==> src/rtl/forward_sched_pkg.sv <==
// -----------------------------------------------------------------------------
// forward_sched_pkg
// Shared types for the operand-forwarding scheduler: the in-flight writer
// table entry, the width of its load countdown, and a saturating-at-zero
// decrement helper.
// Register-file geometry (REG_ADDR_W, REG_W, REG_N) normally comes from the
// project-wide common parameter header; the guarded defaults below keep
// this slice buildable on its own.
// -----------------------------------------------------------------------------
`ifndef REG_ADDR_W
`define REG_ADDR_W 5
`endif
`ifndef REG_W
`define REG_W 32
`endif
`ifndef REG_N
`define REG_N 32
`endif

package forward_sched_pkg;

  // Width of the load countdown; LOAD_EXE_LAT must fit in it (max 15).
  localparam int LOAD_CNT_W = 4;

  typedef struct packed {
    logic                   valid;
    logic [`REG_ADDR_W-1:0] addr;
    logic [LOAD_CNT_W-1:0]  load_cnt;
  } fwd_entry_t;

  localparam fwd_entry_t FWD_ENTRY_EMPTY = '{
    valid:    1'b0,
    addr:     {`REG_ADDR_W{1'b0}},
    load_cnt: {LOAD_CNT_W{1'b0}}
  };

  // Count a pending load down by one, holding at zero.
  function automatic logic [LOAD_CNT_W-1:0] load_cnt_dec(input logic [LOAD_CNT_W-1:0] cnt);
    if (cnt != {LOAD_CNT_W{1'b0}}) begin
      return cnt - {{(LOAD_CNT_W-1){1'b0}}, 1'b1};
    end else begin
      return cnt;
    end
  endfunction

endpackage

==> src/rtl/fwd_slot_match.sv <==
// -----------------------------------------------------------------------------
// fwd_slot_match
// Compares one writer-table entry against the three operand addresses of
// the decode head.
// Ports:
//   valid_i            entry holds a live writer
//   addr_i             destination register of that writer
//   addr_d/s/t_i       operand register addresses at the decode head
//   match_o[2:0]       {t, s, d} hit bits (valid entry, equal address)
// -----------------------------------------------------------------------------
`ifndef REG_ADDR_W
`define REG_ADDR_W 5
`endif

module fwd_slot_match (
  input  logic                   valid_i,
  input  logic [`REG_ADDR_W-1:0] addr_i,
  input  logic [`REG_ADDR_W-1:0] addr_d_i,
  input  logic [`REG_ADDR_W-1:0] addr_s_i,
  input  logic [`REG_ADDR_W-1:0] addr_t_i,
  output logic [2:0]             match_o
);

  assign match_o = {valid_i & (addr_i == addr_t_i),
                    valid_i & (addr_i == addr_s_i),
                    valid_i & (addr_i == addr_d_i)};

endmodule

==> src/rtl/forward_scheduler.sv <==
// -----------------------------------------------------------------------------
// forward_scheduler
// Tracks in-flight register writers in a shift table (slot E, then write-back
// slots W[0..EW_LAYER]) and tells the decode head where each of its operands
// must be forwarded from, or that it must bubble on a load-use hazard.
// Optional feature macro: FORWARD_SCHEDULER_STATS_EN adds two saturating
// 32-bit event counters (stall cycles, cycles with any forward).
// Ports:
//   clk, rstn                 clock (rising) and async active-low reset
//   dec_valid                 decode head holds a real instruction
//   dec_reg_addr_d/s/t        head register addresses
//   dec_read_d/s/t            head reads that operand
//   dec_write_d, dec_is_load  head writes reg d / result comes from memory
//   flush, ext_stall          squash head / downstream freeze
//   forward_to_x_from_exe     operand x taken from the exe result
//   forward_to_x_from_wri     one-hot write-back layer operand x is taken from
//   stall                     decode must emit a bubble this cycle
//   stat_stall_cycles, stat_forwards   (stats build only)
// -----------------------------------------------------------------------------
`ifndef REG_ADDR_W
`define REG_ADDR_W 5
`endif

module forward_scheduler
  import forward_sched_pkg::*;
#(
  parameter int EW_LAYER     = 1,
  parameter int LOAD_EXE_LAT = 1
) (
  input  logic                   clk,
  input  logic                   rstn,
  input  logic                   dec_valid,
  input  logic [`REG_ADDR_W-1:0] dec_reg_addr_d,
  input  logic [`REG_ADDR_W-1:0] dec_reg_addr_s,
  input  logic [`REG_ADDR_W-1:0] dec_reg_addr_t,
  input  logic                   dec_read_d,
  input  logic                   dec_read_s,
  input  logic                   dec_read_t,
  input  logic                   dec_write_d,
  input  logic                   dec_is_load,
  input  logic                   flush,
  input  logic                   ext_stall,
  output logic                   forward_to_d_from_exe,
  output logic                   forward_to_s_from_exe,
  output logic                   forward_to_t_from_exe,
  output logic [EW_LAYER:0]      forward_to_d_from_wri,
  output logic [EW_LAYER:0]      forward_to_s_from_wri,
  output logic [EW_LAYER:0]      forward_to_t_from_wri,
  output logic                   stall
`ifdef FORWARD_SCHEDULER_STATS_EN
  ,
  output logic [31:0]            stat_stall_cycles,
  output logic [31:0]            stat_forwards
`endif
);

  fwd_entry_t                e_q, e_d;
  fwd_entry_t                w_q [EW_LAYER+1];
  fwd_entry_t                w_d [EW_LAYER+1];

  logic [2:0]                match_e_s;
  logic [EW_LAYER:0][2:0]    match_w_s;
  logic [2:0]                rd_s;
  logic [2:0]                hazard_s;
  logic [2:0]                exe_s;
  logic [2:0]                blocked_s;
  logic [2:0][EW_LAYER:0]    wri_s;
  logic                      load_pending_s;
  logic                      stall_s;
  logic                      issue_s;

  // Operand hits against the youngest slot.
  fwd_slot_match u_match_e (
    .valid_i  (e_q.valid),
    .addr_i   (e_q.addr),
    .addr_d_i (dec_reg_addr_d),
    .addr_s_i (dec_reg_addr_s),
    .addr_t_i (dec_reg_addr_t),
    .match_o  (match_e_s)
  );

  for (genvar gi = 0; gi <= EW_LAYER; gi++) begin : g_match_w
    fwd_slot_match u_match_w (
      .valid_i  (w_q[gi].valid),
      .addr_i   (w_q[gi].addr),
      .addr_d_i (dec_reg_addr_d),
      .addr_s_i (dec_reg_addr_s),
      .addr_t_i (dec_reg_addr_t),
      .match_o  (match_w_s[gi])
    );
  end

  // Forward selection and load-use detection, youngest slot wins.
  always_comb begin
    rd_s           = {dec_read_t, dec_read_s, dec_read_d} & {3{dec_valid}};
    load_pending_s = (e_q.load_cnt != {LOAD_CNT_W{1'b0}});
    hazard_s       = rd_s & match_e_s & {3{load_pending_s}};
    // A squashed head never bubbles.
    stall_s        = (|hazard_s) & ~flush;
    // A load still counting down in E has no result to forward yet.
    exe_s          = rd_s & match_e_s & {3{~load_pending_s}};
    // Any younger hit masks all older layers for that operand.
    blocked_s      = match_e_s;
    wri_s          = {(3*(EW_LAYER+1)){1'b0}};
    for (int i = 0; i <= EW_LAYER; i++) begin
      for (int k = 0; k < 3; k++) begin
        wri_s[k][i] = rd_s[k] & match_w_s[i][k] & ~blocked_s[k];
      end
      blocked_s = blocked_s | match_w_s[i];
    end
  end

  assign issue_s = dec_valid & ~stall_s & ~flush & ~ext_stall;

  // Table next state: shift on a free cycle, freeze (but age the load) on ext_stall.
  always_comb begin
    e_d = e_q;
    w_d = w_q;
    if (ext_stall) begin
      e_d.load_cnt = load_cnt_dec(e_q.load_cnt);
    end else begin
      e_d.valid    = issue_s & dec_write_d;
      e_d.addr     = dec_reg_addr_d;
      e_d.load_cnt = dec_is_load ? LOAD_CNT_W'(LOAD_EXE_LAT) : {LOAD_CNT_W{1'b0}};
      w_d[0]       = e_q;
      for (int i = 1; i <= EW_LAYER; i++) begin
        w_d[i] = w_q[i-1];
      end
    end
  end

  // Writer table registers; reset forgets every in-flight entry.
  always_ff @(posedge clk or negedge rstn) begin
    if (!rstn) begin
      e_q <= FWD_ENTRY_EMPTY;
      for (int i = 0; i <= EW_LAYER; i++) begin
        w_q[i] <= FWD_ENTRY_EMPTY;
      end
    end else begin
      e_q <= e_d;
      for (int i = 0; i <= EW_LAYER; i++) begin
        w_q[i] <= w_d[i];
      end
    end
  end

  assign forward_to_d_from_exe = exe_s[0];
  assign forward_to_s_from_exe = exe_s[1];
  assign forward_to_t_from_exe = exe_s[2];
  assign forward_to_d_from_wri = wri_s[0];
  assign forward_to_s_from_wri = wri_s[1];
  assign forward_to_t_from_wri = wri_s[2];
  assign stall                 = stall_s;

`ifdef FORWARD_SCHEDULER_STATS_EN
  logic [31:0] stat_stall_q;
  logic [31:0] stat_fwd_q;
  logic        any_fwd_s;

  assign any_fwd_s = (|exe_s) | (|wri_s);

  // Saturating event counters.
  always_ff @(posedge clk or negedge rstn) begin
    if (!rstn) begin
      stat_stall_q <= 32'd0;
      stat_fwd_q   <= 32'd0;
    end else begin
      if (stall_s && (stat_stall_q != 32'hFFFF_FFFF)) begin
        stat_stall_q <= stat_stall_q + 32'd1;
      end else begin
        stat_stall_q <= stat_stall_q;
      end
      if (any_fwd_s && (stat_fwd_q != 32'hFFFF_FFFF)) begin
        stat_fwd_q <= stat_fwd_q + 32'd1;
      end else begin
        stat_fwd_q <= stat_fwd_q;
      end
    end
  end

  assign stat_stall_cycles = stat_stall_q;
  assign stat_forwards     = stat_fwd_q;
`endif

endmodule
==> config.mk <==
export PLATFORM = sky130hd
export DESIGN_NAME = forward_scheduler
export DESIGN_NICKNAME = d
export VERILOG_FILES = /design/src/rtl/forward_sched_pkg.sv /design/src/rtl/fwd_slot_match.sv /design/src/rtl/forward_scheduler.sv
export SDC_FILE = /design/constraint.sdc
export NUM_CORES = 1
export LEC_CHECK = 0
export ABC_AREA = 0
export ABC_CLOCK_PERIOD_IN_PS = 2100
export CAP_MARGIN = 15
export CORE_MARGIN = 2
export CORE_UTILIZATION = 50
export CTS_CLUSTER_DIAMETER = 80
export DETAILED_ROUTE_END_ITERATION = 10
export GPL_TIMING_DRIVEN = 0
export HOLD_SLACK_MARGIN = 0.05
export PLACE_DENSITY = 0.83
export REMOVE_ABC_BUFFERS = 1
export SLEW_MARGIN = 20
export SYNTH_ARGS = -nofsm -noshare
export SYNTH_HDL_FRONTEND = slang
export SYNTH_HIERARCHICAL = 1
export SYNTH_SLANG_ARGS = --single-unit
==> constraint.sdc <==
create_clock -name clk -period 2.1 [get_ports clk]
set_input_delay 0.21 -clock clk [delete_from_list [all_inputs] [get_ports clk]]
set_output_delay 0.21 -clock clk [all_outputs]
set_load 0.01 [all_outputs]
## Word level (Yosys, flattened, before mapping)

Cells that the tools add are included.

- Output and inout bits: 10
- Input port bits: 25
- Bits in registers: 22
- Logic and storage cells: 64

- Add/sub/neg operators: 1
- Equality and inequality tests: 10
- Bitwise gates (word level): 41
- Reductions and logical operators: 2
- Multiplexer cells: 3

Operator list:

| kind | number |
|---|---|
| $eq 5x5->1 | 9 |
| $and 1x1->1 | 26 |
| $and 3x3->3 | 4 |
| $not 1->1 | 10 |
| $mux 4 | 2 |
| $reduce_bool 4->1 | 1 |
| $sub 4x1->4 const B | 1 |
| $or 3x3->3 | 1 |
| $reduce_or 3->1 | 1 |
| $ne 2x1->1 const B | 1 |
| $mux 1 | 1 |

## Longest topological paths before layout

- Word-level depth: 11
- Mapped depth: 6
- Mapped depth without buffers: 6

## Hierarchy

The synthesis kept the hierarchy.

By module, submodules not included:

| module | area an instance (µm²) | cells each | instances | sequential area each (µm²) |
|---|---|---|---|---|
| forward_scheduler | 1011.0 | 75 | 1 | 550.5 |
| fwd_slot_match | 168.9 | 21 | 3 | 0.0 |

## Least setup slack after synthesis

OpenSTA, ideal clock, no wires.

- Path kind: register to output
- Start: reg e_q[6] (netlist bit)
- End: out stall
- Setup slack: 290 ps
- Cell stages (with the launch flop): 6
- Required time: 1890 ps
- Arrival: 1600 ps
- Path buffers: 0
- Cells stage by stage: dfrtp_1 xor2_1 nor4_1 and3_1 a222oi_1 nor4b_1

- Longest elaborated chain between the ends: 6
- Elaborated cells between the ends (all ways): 10
- Classes of those cells: eq/ne: 3; bitwise: 6; reduce/logical: 1

RTL lines:

| element | line | source |
|---|---|---|
| start, declared | forward_scheduler.sv:57 | `fwd_entry_t e_q, e_d;` |
| start signal, assigned | forward_scheduler.sv:135 | `e_q <= FWD_ENTRY_EMPTY;` |
| start signal, assigned | forward_scheduler.sv:140 | `e_q <= e_d;` |
| $eq 5x5->1 | fwd_slot_match.sv:25 | `valid_i & (addr_i == addr_s_i),` |
| $and 1x1->1 | fwd_slot_match.sv:25 |  |
| named net match_e_s[1] | forward_scheduler.sv:61 | `logic [2:0] match_e_s;` |
| $and 3x3->3 (2 in series) | forward_scheduler.sv:97 | `hazard_s = rd_s & match_e_s & {3{load_pending_s}};` |
| $reduce_or 3->1 | forward_scheduler.sv:99 | `stall_s = (\|hazard_s) & ~flush;` |
| $and 1x1->1 | forward_scheduler.sv:99 |  |
| end, declared | forward_scheduler.sv:49 | `output logic stall` |

The timed path passes the listed nets, and every way through them passes these cells.

## Worst setup path after layout

- Start: reg e_q[4] (netlist bit)
- End: out stall

- Longest elaborated chain between the ends: 6
- Elaborated cells between the ends (all ways): 10
- Classes of those cells: eq/ne: 3; bitwise: 6; reduce/logical: 1

RTL lines:

| element | line | source |
|---|---|---|
| $eq 5x5->1 | fwd_slot_match.sv:26 | `valid_i & (addr_i == addr_d_i)};` |
| $and 1x1->1 | fwd_slot_match.sv:26 |  |
| named net match_e_s[0] | forward_scheduler.sv:61 |  |
| $and 3x3->3 (2 in series) | forward_scheduler.sv:97 |  |
| $reduce_or 3->1 | forward_scheduler.sv:99 |  |
| $and 1x1->1 | forward_scheduler.sv:99 |  |

The timed path passes the listed nets, and every way through them passes these cells.

==> out/metrics.csv <==
stage,metric,value,unit
status,run status,finished with violations,
worst_setup_path,CP arrival,2.18,ns
cells_and_area,"Core Util, Final",79.1,%
worst_setup_path,Worst R2R Start,e_q[8],
logic_synthesis,Syn. warnings,6,
clocking,"CTS clk-pin slew, worst paths",0.14,ns
power,Leakage Power,0.000956,µW
timing,setup TNS,-1.16,ns
cells_and_area,fin cells,227,
timing,final setup fails,9,
clocking,CTS Buf Count,3,
logic_synthesis,Async SR Flop Fraction,100,%
worst_setup_path,CP max FO,4,
placed_design,Post-Place Cells,201,
logic_synthesis,Synth Flop Type,dfrtp_1,
global_routing,total track usage,25.5,%
timing,Final Cycle Share,114,%
clocking,CTS tree,built,
clocking,root buf cell,clkbuf_4,
logic_synthesis,register bit total from synthesis,22,
cells_and_area,layout cell share with drive strength beyond 1,43.4,%
job,Max Cap Viol,0,
routing,DR vias,1324,
global_routing,first-pass GRT wire length,6640,µm
placed_design,buffers added on ports,34,
worst_setup_path,CP required,1.89,ns
worst_setup_path,critical path startpoint category,flip-flop,
placed_design,routability cong.,0.887,
clocking,H-tree depth,1,
routing,drt wl/cell,19.8,µm
routing,DRT antenna net count,0,
logic_synthesis,syn avg cell area,11.0,µm²
floorplanning,core area,2830,µm²
floorplanning,Initial Utilization,53.6,%
timing,min Tclk post-route,2.39,ns
timing,RSZ-0062 raised after global routing,yes,
floorplanning,Cell Rows,19,
global_routing,initial antenna violation count,0,
power,peak supply drop,0.000428,V
power,Total Power,1500,µW
routing,vias per cell,5.83,
placed_design,Placed Area,1890,µm²
global_routing,largest net degree at the start of global routing,23,
logic_synthesis,register area share after synthesis,36.3,%
clocking,"Clk Latency, worst-skew pair",0.32,ns
timing,"Slew Viols, Final",0,
global_routing,grt ovf,0,
timing,Tightest Pin Transition,0.962,ns
floorplanning,Ports,35,
clocking,clk sink count,22,
floorplanning,Die W,59.1,µm
placed_design,Final HPWL DP,2660,µm
logic_synthesis,Mapped Cells,138,
clocking,Clock Path Buffers,2,
timing,"Worst Setup Slack, final",-0.289,ns
cells_and_area,Area Growth Syn to Fin,47.5,%
global_routing,number of global-route vias before repair,1399,
cells_and_area,post-route cell area,2240,µm²
worst_setup_path,crit path launch,e_q[4],
timing,Slew HR,35.7,%
logic_synthesis,Yosys cell types,23,
power,PwrDens,668,nW/µm²
logic_synthesis,Synth Cell Area,1520,µm²
logic_synthesis,"EDFF count, synth",0,
status,violated checks,setup timing,
worst_setup_path,Setup crit end kind,primary output,
cells_and_area,antenna cells,0,
timing,Final Hold Viols,0,
routing,first-pass detailed-route iteration total,4,
floorplanning,Die H,59.1,µm
routing,DR iter-0 viols,62,
cells_and_area,fill count,161,
worst_setup_path,CP Class,flip-flop to primary output,
routing,Total Wirelength,4500,µm
timing,Setup Skew,0.0113,ns
worst_hold_path,worst hold path class,input pin to async pin,
cells_and_area,fin nets,224,
routing,DRC violations left,0,
floorplanning,die footprint,3490,µm²
timing,f_max,419,MHz
-- area by class of cell --
| type | instances | area, µm² | area share (%) |
|---|---|---|---|
| multi-input cells | 110 | 1070 | 48.0 |
| clock buffers | 4 | 36.3 | 1.62 |
| repair buffers | 56 | 513 | 22.9 |
| inverters | 4 | 15.0 | 0.671 |
| flip-flops and latches | 22 | 562 | 25.1 |
| well taps | 31 | 38.8 | 1.73 |
-- worst max-delay path, stage by stage, from the launching register on --
cell and delay [ns]:
dfrtp_2 0.47, xor2_1 0.18, nor4_2 0.33, and3_4 0.24, buf_6 0.09, a222oi_1 0.09
nor4b_1 0.27, buf_2 0.19
-- state kept, by name (all words and copies together), names as in the netlist --
name / cells
w_q: 12
e_q: 10
-- worst paths after layout --
check                              end  slack [ns]  cells after the start
worst max-delay path             stall       -0.29                      7
worst min-delay path            e_q[4]        0.37                      2
worst max register to register  e_q[9]        0.19                      7
worst min register to register  e_q[9]        0.59                      2
max in group asynchronous       w_q[4]        1.36                      2
min in group clk                e_q[9]        0.51                      3
-- cell usage in the layout (no fill, tap or decap), types with 4 or more instances in the layout --
cell type        instances
mux2_2                  17
buf_6                   14
nor4_2                   6
xnor2_1                 11
and3_1                   7
dfrtp_1                 13
clkdlybuf4s50_1         23
xor2_1                  32
dfrtp_2                  9
nand2_1                  4
xor2_2                   4
buf_2                    8
inv_1                    4
buf_4                   10
-- power by group --
group          total, µW  internal, µW  switching (µW)
Clock                246           106             140
Combinational        624           328             296
Sequential           625           508             118
-- routing by layer --
metal / vias up / wire length [µm] / part of all wire (%) / GRT usage, %
li1: 605 / - / - / -
met1: 656 / 1820 / 40 / 32.3
met2: 51 / 2330 / 52 / 43.7
met3: 12 / 230 / 5.1 / 3.28
met4: 0 / 122 / 2.7 / 11.0
met5: - / 0 / 0 / 0
-- cell usage after synthesis, drive strengths merged, types with 2 or more instances --
| cell | n | area, µm² |
|---|---|---|
| and3 | 9 | 56.3 |
| nor4b | 4 | 35.0 |
| and4 | 3 | 30.0 |
| nor2 | 2 | 7.51 |
| mux2 | 18 | 206 |
| xor2 | 36 | 315 |
| buf | 2 | 10.0 |
| nor3b | 4 | 41.3 |
| nor3 | 2 | 10.0 |
| ha | 2 | 25.0 |
| nand2 | 4 | 15.0 |
| nor4 | 9 | 56.3 |
| xnor2 | 11 | 96.3 |
| inv | 4 | 15.0 |
| dfrtp | 22 | 551 |
-- kinds of logic (layout without fill, tap and decap cells) --
logic type | Yosys count | in the layout | synth area share, %
AO/OA/AOI/OAI | 4 | 4 | 2.06
adder cells (fa/ha/maj) | 2 | 2 | 1.65
flip-flops | 22 | 22 | 36.3
multiplexers | 19 | 19 | 14.3
XOR/XNOR | 47 | 47 | 27.1
AND/OR/NAND/NOR | 38 | 38 | 17.0
buffers and inverters | 6 | 64 | 1.65
-- metrics by stage --
stage                     setup WS (ns)  hold slack (ns)
after CTS                        -0.275            0.459
after detailed placement         -0.617            0.550
after global placement           -0.590            0.545
final                            -0.289            0.369
after global routing             -0.379            0.412
after floorplan                   0.290          -0.0856
-- repair_timing --
| item | 4_1_cts | 5_1_grt |
|---|---|---|
| endpoints found under the hold margin | 0 | 22 |
| endpoints found under the setup margin | 10 | 10 |
| pin swaps | 11 | 11 |
| buffers inserted | 19 | 3 |
| resized for setup | 66 | 23 |
| hold buffers | 0 | 1 |
(Power assumes the default switching activity.)
